$ cat config.mk
export PLATFORM = sky130hd
export DESIGN_NAME = nibble_adder_exerciser
export DESIGN_NICKNAME = d
export VERILOG_FILES = /design/src/rtl/nibble_ex_pkg.sv /design/src/rtl/nibble_ex_delay.sv /design/src/rtl/nibble_adder_exerciser.sv
export SDC_FILE = /design/constraint.sdc
export NUM_CORES = 1
export LEC_CHECK = 0
export CAP_MARGIN = 20
export CORE_UTILIZATION = 40
export DETAILED_ROUTE_END_ITERATION = 10
export SYNTH_ARGS = -nofsm -noshare
export SYNTH_HDL_FRONTEND = slang
export SYNTH_SLANG_ARGS = --single-unit
$ cat constraint.sdc
create_clock -name clk -period 2.97 [get_ports clk]
set_clock_uncertainty 0.05 [all_clocks]
set_input_delay 0.297 -clock clk [delete_from_list [all_inputs] [get_ports clk]]
set_output_delay 0.297 -clock clk [all_outputs]
set_load 0.02 [all_outputs]
$ cat src/rtl/nibble_ex_pkg.sv
// Shared definitions for the nibble adder exerciser.
//   - ex_state_e  : exerciser FSM states
//   - dly_entry_t : one slot of the expected-value delay line
//   - nib_sum()   : reference 4-bit wrap-around add of a packed {a,b} pair
package nibble_ex_pkg;

  localparam int unsigned NIB_W = 4;
  localparam int unsigned IDX_W = 8;

  // Pair whose expected value is corrupted when fault injection is armed.
  localparam logic [IDX_W-1:0] FAULT_PAIR = 8'h35;

  typedef enum logic [1:0] {
    IDLE,
    DRIVE,
    DRAIN,
    DONE
  } ex_state_e;

  typedef struct packed {
    logic             valid;
    logic [IDX_W-1:0] pair;
    logic [NIB_W-1:0] expected;
  } dly_entry_t;

  // 5-bit add truncated to 4 bits: a = pair[7:4], b = pair[3:0].
  function automatic logic [NIB_W-1:0] nib_sum(input logic [IDX_W-1:0] pair);
    logic [NIB_W:0] s;
    s = {1'b0, pair[IDX_W-1:NIB_W]} + {1'b0, pair[NIB_W-1:0]};
    return s[NIB_W-1:0];
  endfunction

endpackage

$ cat src/rtl/nibble_ex_delay.sv
// Expected-value delay line for the nibble adder exerciser.
// A DEPTH-deep shift register that advances every clock; the entry written
// on edge k appears on out_entry during the cycle after edge k+DEPTH-1, so
// it is consumed at edge k+DEPTH.
// Ports:
//   clk       : clock
//   reset     : asynchronous active-high clear of all slots
//   in_entry  : {valid, pair, expected} loaded into the first slot
//   out_entry : last slot of the line
module nibble_ex_delay
  import nibble_ex_pkg::*;
#(
  parameter int unsigned DEPTH = 2
) (
  input  logic       clk,
  input  logic       reset,
  input  dly_entry_t in_entry,
  output dly_entry_t out_entry
);

  dly_entry_t stages [DEPTH];

  always_ff @(posedge clk or posedge reset) begin
    if (reset) begin
      for (int unsigned i = 0; i < DEPTH; i++) begin
        stages[i] <= '0;
      end
    end else begin
      stages[0] <= in_entry;
      for (int unsigned i = 1; i < DEPTH; i++) begin
        stages[i] <= stages[i-1];
      end
    end
  end

  assign out_entry = stages[DEPTH-1];

endmodule

$ cat src/rtl/nibble_adder_exerciser.sv
// Built-in self-test driver/checker for a registered 4-bit nibble adder.
// Walks all 256 {a,b} operand pairs, compares each returned sum against the
// wrap-around expected value LATENCY+1 clocks later, and reports the result.
// Optional build macro EXERCISER_FAULT_INJECT_EN adds the inject input, which
// corrupts the expected value of pair 8'h35 so the checker can be proven.
// Ports:
//   clk        : clock
//   reset      : asynchronous active-high reset
//   start      : run request, honoured in IDLE or DONE
//   inject     : (macro only) arm fault injection, sampled with start
//   dut_a      : registered operand A to the adder
//   dut_b      : registered operand B to the adder
//   dut_sum    : sum nibble returned by the adder
//   busy       : run in progress (DRIVE or DRAIN)
//   done       : run complete
//   pass       : run complete with no mismatches
//   err_count  : saturating mismatch count of the current run
//   first_fail : {a,b} of the first mismatching pair, 8'h00 if none
module nibble_adder_exerciser
  import nibble_ex_pkg::*;
#(
  parameter int unsigned LATENCY = 1,
  parameter int unsigned ERR_W   = 8
) (
  input  logic             clk,
  input  logic             reset,
  input  logic             start,
`ifdef EXERCISER_FAULT_INJECT_EN
  input  logic             inject,
`endif
  output logic [NIB_W-1:0] dut_a,
  output logic [NIB_W-1:0] dut_b,
  input  logic [NIB_W-1:0] dut_sum,
  output logic             busy,
  output logic             done,
  output logic             pass,
  output logic [ERR_W-1:0] err_count,
  output logic [IDX_W-1:0] first_fail
);

  localparam int unsigned CNT_W      = 3;
  localparam logic [CNT_W-1:0] DRAIN_LAST = CNT_W'(LATENCY);

  ex_state_e        state, state_nxt;
  logic [IDX_W-1:0] idx, idx_nxt;
  logic [CNT_W-1:0] drain_cnt;
  logic             launch, advance, push;
  logic             inject_eff;
  logic             mismatch;
  dly_entry_t       in_entry, out_entry;

  // Operands are the pair index register itself.
  assign dut_a = idx[IDX_W-1:NIB_W];
  assign dut_b = idx[NIB_W-1:0];

  // ---------------------------------------------------------------------
  // State register
  // ---------------------------------------------------------------------
  always_ff @(posedge clk or posedge reset) begin
    if (reset) begin
      state <= IDLE;
    end else begin
      state <= state_nxt;
    end
  end

  // ---------------------------------------------------------------------
  // Next-state logic
  // ---------------------------------------------------------------------
  always_comb begin
    state_nxt = state;
    unique case (state)
      IDLE:    if (start)                   state_nxt = DRIVE;
      DRIVE:   if (idx == '1)               state_nxt = DRAIN;
      DRAIN:   if (drain_cnt == DRAIN_LAST) state_nxt = DONE;
      DONE:    if (start)                   state_nxt = DRIVE;
      default:                              state_nxt = IDLE;
    endcase
  end

  // ---------------------------------------------------------------------
  // Output logic
  // ---------------------------------------------------------------------
  always_comb begin
    busy = (state == DRIVE) || (state == DRAIN);
    done = (state == DONE);
    pass = (state == DONE) && (err_count == '0);
  end

  // ---------------------------------------------------------------------
  // Pair sequencing and expected-value generation
  // ---------------------------------------------------------------------
  always_comb begin
    launch  = start && ((state == IDLE) || (state == DONE));
    advance = (state == DRIVE) && (idx != '1);
    push    = launch || advance;
    idx_nxt = launch ? '0 : idx + 1'b1;
  end

`ifdef EXERCISER_FAULT_INJECT_EN
  logic inject_q;

  always_ff @(posedge clk or posedge reset) begin
    if (reset) begin
      inject_q <= 1'b0;
    end else if (launch) begin
      inject_q <= inject;
    end
  end

  // Pair 0 is pushed on the launch edge itself, before inject_q updates.
  assign inject_eff = launch ? inject : inject_q;
`else
  assign inject_eff = 1'b0;
`endif

  always_comb begin
    in_entry.valid    = push;
    in_entry.pair     = idx_nxt;
    in_entry.expected = nib_sum(idx_nxt)
                      ^ {{(NIB_W-1){1'b0}}, (inject_eff && (idx_nxt == FAULT_PAIR))};
  end

  nibble_ex_delay #(
    .DEPTH (LATENCY + 1)
  ) u_delay (
    .clk       (clk),
    .reset     (reset),
    .in_entry  (in_entry),
    .out_entry (out_entry)
  );

  always_ff @(posedge clk or posedge reset) begin
    if (reset) begin
      idx <= '0;
    end else if (launch) begin
      idx <= '0;
    end else if (advance) begin
      idx <= idx + 1'b1;
    end
  end

  always_ff @(posedge clk or posedge reset) begin
    if (reset) begin
      drain_cnt <= '0;
    end else if (state == DRAIN) begin
      drain_cnt <= drain_cnt + 1'b1;
    end else begin
      drain_cnt <= '0;
    end
  end

  // ---------------------------------------------------------------------
  // Checker
  // ---------------------------------------------------------------------
  assign mismatch = out_entry.valid && (out_entry.expected != dut_sum);

  // err_count never returns to zero within a run, so zero marks "no
  // mismatch seen yet" for first_fail capture.
  always_ff @(posedge clk or posedge reset) begin
    if (reset) begin
      err_count  <= '0;
      first_fail <= '0;
    end else if (launch) begin
      err_count  <= '0;
      first_fail <= '0;
    end else if (mismatch) begin
      if (err_count != '1) begin
        err_count <= err_count + 1'b1;
      end
      if (err_count == '0) begin
        first_fail <= out_entry.pair;
      end
    end
  end

endmodule

Word level (Yosys, flattened, before mapping). Index checks and enable logic that the tools add are counted.

Register bits after elaboration: 55. Output and inout bits: 27.

Equal/unequal tests: 11. Add/subtract/negate cells: 4. Reductions and logical operators: 17. Multiplexer cells: 14.

Operators by type and width (count): 8-bit two-way mux (9); 8-bit by 1-bit adder with 8-bit output, second input constant (2); 8-bit inequality test, second input constant (2); 8-bit == test, second input constant (1); 8-bit zero test (1); 2-bit nonzero test (4); 2-bit two-way mux (3); 2-bit case mux with 3 select lines (1); 4-bit adder (1); 2-bit == test, second input constant (2); 1-bit logical AND (4); 2-bit inequality test, second input constant (2); 4-bit inequality test (1); 2-bit AND reduction (2); 3-bit by 1-bit adder with 3-bit output, second input constant (1); 3-bit by 1-bit == test with 1-bit output, second input constant (1); 1-bit logical OR (3); 3-bit two-way mux (1); 3-bit AND reduction (1); 2-bit by 1-bit == test with 1-bit output, second input constant (1); 2-bit zero test (1); 2-bit by 1-bit inequality test with 1-bit output, second input constant (1); 2-bit OR reduction (1).

Logic depth before layout (Yosys ltp).
Depth after elaboration: 5. Gate-level depth with buffers: 10.

By module. A second synthesis with hierarchy kept.

Cells, all modules: 236. Area total of the unflattened synthesis: 2650.0 µm².

By module, submodules not included: nibble_adder_exerciser (cells an instance 196, area an instance 1898.1 µm², instances 1); nibble_ex_delay (cells an instance 40, area an instance 752.0 µm², instances 1).

Least setup slack after synthesis. Ideal clock, no wire load.

Kind: register to register. From: reg state[0]. To: reg u_delay.stages[16] in the netlist's numbering. Data arrival time: 2.269 ns. Slack: 0.517 ns. Period minus slack after synthesis: 2.453 ns. Required time: 2.786 ns. Stages on the path, launching flop included: 11. Cell sequence: dfrtp_1 inv_1 ha_1 and2_1 clkbuf_1 clkbuf_1 nor2_1 ha_1 a21o_1 a21oi_1 xnor3_1.

RTL lines: start: declaration (RTL line nibble_adder_exerciser.sv:44) `ex_state_e state, state_nxt;`; start signal: assignment (RTL line nibble_adder_exerciser.sv:63) `state <= state_nxt;`; end signal: indexed assignment (RTL line nibble_ex_delay.sv:31) `stages[i] <= stages[i-1];`; end: declaration (RTL line nibble_ex_delay.sv:21) `dly_entry_t stages [DEPTH];`.

Worst setup path in the final report.
From: reg err_count[0]. To: out pass.

Word-level cells in the longest chain between the ends: 2.

RTL lines: start: declaration (RTL line nibble_adder_exerciser.sv:37) `output logic [ERR_W-1:0] err_count,`; start signal: assignment (RTL line nibble_adder_exerciser.sv:169) `err_count <= err_count + 1'b1;`; 8-bit zero test (RTL line nibble_adder_exerciser.sv:87) `pass = (state == DONE) && (err_count == '0);`; 1-bit logical AND (RTL line nibble_adder_exerciser.sv:87); end: declaration (RTL line nibble_adder_exerciser.sv:36) `output logic pass,`.

Every way passes these cells.

==> Flow_metrics.wiki <==
{| class="wikitable"
! Metric !! Value
|-
| Clock latency on the worst-skew pair || 0.31 ns
|-
| Number of optimization iterations in the first detailed-route pass || 4
|-
| Net switching component of the power || 0.484 mW
|-
| Total clock buffers created by CTS || 5
|-
| Dominant delay contributor by cell family on the critical path || buffers and inverters
|-
| Most used flip-flop cell after synthesis || sky130_fd_sc_hd__dfrtp_1
|-
| Worst reg-to-reg path cell count || 8
|-
| Share of synthesized area occupied by flip-flops and latches || 55.4%
|-
| Reg2reg start || state[0]$_DFFE_PP0P_
|-
| Clock root buffer || sky130_fd_sc_hd__clkbuf_8
|-
| Slack of the worst reg-to-reg path || 0.59 ns
|-
| Max capacitance violation total || 0
|-
| Post-synth EDFFs || 0
|-
| Number of hold violations in the final report || 0
|-
| Vias in the first global route || 1,641
|-
| Power per Cell Area || 532 nW/um^2
|-
| Slew Limit Headroom || 59.1%
|-
| Synthesis-to-finish area growth || 20.1%
|-
| Number of max-slew violations in the final report || 0
|-
| Cell count after placement || 328
|-
| Post-Synthesis Cells || 224
|-
| Launching element type of the critical path || register
|-
| Yosys Warn Count || 0
|-
| Share of async-settable or async-resettable flops after synthesis || 100%
|-
| Number of distinct standard cells referenced by the synthesized netlist || 43
|-
| Weighted congestion at the end of routability-driven global placement || 0.774
|-
| Core area || 5960 um^2
|-
| Count of nets left with antenna violations after detail routing || 0
|-
| Final net count || 280
|-
| Top cell type by total area after synthesis || sky130_fd_sc_hd__dfrtp_1
|-
| Number of DRC markers after the initial detailed-route iteration || 49
|-
| Die Width || 80.8 um
|-
| Maximum level of the CTS H-tree || 2
|-
| Synthesized netlist net count || 244
|-
| Post-route setup slack || 0.330 ns
|-
| Leakage power || 1.30 nW
|-
| Height of the die || 80.8 um
|-
| Most common cell after layout, fill and taps aside || sky130_fd_sc_hd__dfrtp_1
|-
| Detail-routed via count per cell || 5.01
|-
| Pin count of the biggest net entering global routing || 24
|-
| Sum of routed wire length over all layers || 4530 um
|-
| Worst vdd ir || 316 uV
|-
| Worst hold slack || 0.231 ns
|-
| Count of hold buffers inserted by post-cts repair || 0
|-
| Sequential share of power || 54.4%
|-
| Wire length of the first global-routing pass || 7730 um
|-
| Capture instance of the worst register-to-register path || u_delay.stages[16]$_DFF_PP0_
|-
| Period minus WS final || 2.64 ns
|-
| WL per Instance || 13.5 um
|-
| Stage delay of the slowest cell on the critical path || 0.60 ns
|-
| Result of the run || finished, final reports clean
|-
| Most frequent cells in the layout || 55 x sky130_fd_sc_hd__dfrtp_1, 33 x sky130_fd_sc_hd__clkdlybuf4s50_1, 19 x sky130_fd_sc_hd__a21oi_1
|-
| Worst hold path class || in2async
|-
| Vias after detailed routing || 1,683
|-
| Clock network power share || 27.5%
|-
| Master of the slowest instance on the critical path || sky130_fd_sc_hd__clkdlybuf4s50_1
|-
| Setup violation total in the final timing report || 0
|-
| Netlist Area Pre-Place || 2480 um^2
|-
| Bufs on Longest Clock Path || 2
|-
| Sort of element at the end of the critical path || output port
|-
| Resize count post-CTS || 0
|-
| Post-CTS repair timing setup buffer count || 0
|-
| Number of standard-cell rows in the floorplan || 28
|-
| Ratio of cells with drive above 1 in the final layout || 6.51%
|-
| Setup repair after global routing missed its margin || false
|-
| Cell area after placement || 2890 um^2
|-
| Number of DRC violations after detailed routing || 0
|-
| Slew at the pin closest to its max-slew limit || 0.614 ns
|-
| Die outline area || 6530 um^2
|-
| Cell types with the largest area share after synthesis || sky130_fd_sc_hd__dfrtp_1 55%, sky130_fd_sc_hd__ha_1 6.0%, sky130_fd_sc_hd__a21oi_1 3.8%, sky130_fd_sc_hd__nand3_1 3.2%, sky130_fd_sc_hd__xor2_1 2.8%
|-
| Clock transition at the registers of the reported paths || 0.11 ns
|-
| CP cell instances || inv_1 > ha_1 > nor4b_1 > and3_1 > clkdlybuf4s50_1
|-
| Share of the cycle needed by the critical path after routing || 88.9%
|-
| Flip-flop and latch count after synthesis || 55
|-
| Half-perimeter wire length of the detailed placement result || 3240 um
|-
| Kind of critical path || reg2out
|-
| Arrival time of the worst setup path || 2.29 ns
|-
| Post-route cell area || 2990 um^2
|-
| Power after layout || 1.59 mW
|-
| Sum of buffers and inverters on the critical path || 2
|-
| Core occupancy in the finished layout || 50.1%
|-
| Aggregate global routing overflow || 0
|-
| Final total negative setup slack || 0 ns
|-
| Part of the power in combinational logic || 18.1%
|-
| I/O pins || 34
|-
| Initial core utilization || 41.7%
|-
| CTS tree || done
|-
| Total Routing Usage GR || 15.6%
|-
| Max Clk Rate || 379 MHz
|-
| Switching share of power || 30.5%
|-
| ANT cells || 0
|-
| Buffers added on ports || 33
|-
| Average footprint of a synthesized cell || 11.1 um^2
|-
| Number of antenna violations at the first check in global routing || 0
|-
| Critical path peak fanout || 6
|-
| Portion of synthesized cell area occupied by the leading cell type || 55.4%
|-
| Placement Setup Slack || 0.518 ns
|-
| Data required, critical path || 2.62 ns
|-
| Number of sinks driven by the clock tree || 55
|-
| Final cell count without fillers || 336
|-
| Internal power component || 1.10 mW
|}
==> layer usage <==
layer | vias up | GRT usage (%) | part of all wire (%)
met5 | - | 0 | 0
met2 | 28 | 26.0 | 47
met3 | 7 | 3.03 | 3.3
met1 | 803 | 20.6 | 48
met4 | 0 | 4.64 | 1.2
li1 | 845 | - | -
==> cells by family after synthesis <==
kind of cell,after synthesis,share of synthesized area [%]
buffers and inverters,23,4.28
muxes,5,2.01
AOI/OAI and AO/OA,47,11.9
DFF,55,55.4
and+or+nand+nor,68,14.5
xor gates and xnor gates,13,5.14
adders and majority gates,13,6.85
==> sequential cells by signal (all words and copies together) (netlist names) <==
register / count
err_count: 8
drain_cnt: 3
u_delay.stages: 13
u_delay.out_entry: 13
first_fail: 8
state: 2
idx: 8
==> cell usage after synthesis, drive strengths merged (2+ instances only) <==
library cell   n
dfrtp         55
a21oi         19
nand3         17
o21ai         16
inv           15
ha            12
nand2         11
nor2          11
xor2           8
mux2i          5
or3            5
buf            4
clkbuf         4
nor3           4
xnor2          4
and2           3
nand2b         3
o31ai          3
or4            3
and3           2
nand4          2
nor2b          2
o41ai          2
or2            2
==> power groups by stage <==
stage | Combinational, mW | Sequential (mW) | Clock [mW]
5_1_grt | 0.319 | 0.876 | 0.484
3_3_place_gp | 0.284 | 0.880 | 0
4_1_cts | 0.292 | 0.864 | 0.453
3_5_place_dp | 0.290 | 0.879 | 0
6_report | 0.288 | 0.864 | 0.437
2_1_floorplan | 0.114 | 0.918 | 0
==> how the worst max path moves through the flow <==
| stage | start | cells after the start | slack (ns) | to |
|---|---|---|---|---|
| detailed placement | start | 7 | 0.52 | u_delay.stages[16]$_DFF_PP0_ |
| finish | err_count[0]$_DFFE_PP0P_ | 5 | 0.33 | pass |
| global placement | start | 7 | 0.54 | u_delay.stages[16]$_DFF_PP0_ |
| global route | err_count[0]$_DFFE_PP0P_ | 5 | 0.25 | pass |
| floorplan | state[0]$_DFFE_PP0P_ | 10 | 0.52 | u_delay.stages[16]$_DFF_PP0_ |
| CTS | err_count[0]$_DFFE_PP0P_ | 5 | 0.29 | pass |
==> area by class of cell <==
type,instances,area [um^2]
clock buffers,5,68.8
multi-input cells,146,1000
repair buffers,37,360
well taps,75,93.8
flip-flops and latches,55,1380
clock inverters,3,27.5
inverters,15,56.3
fillers,583,2970
Note: power is estimated with default switching activity, not from simulation.
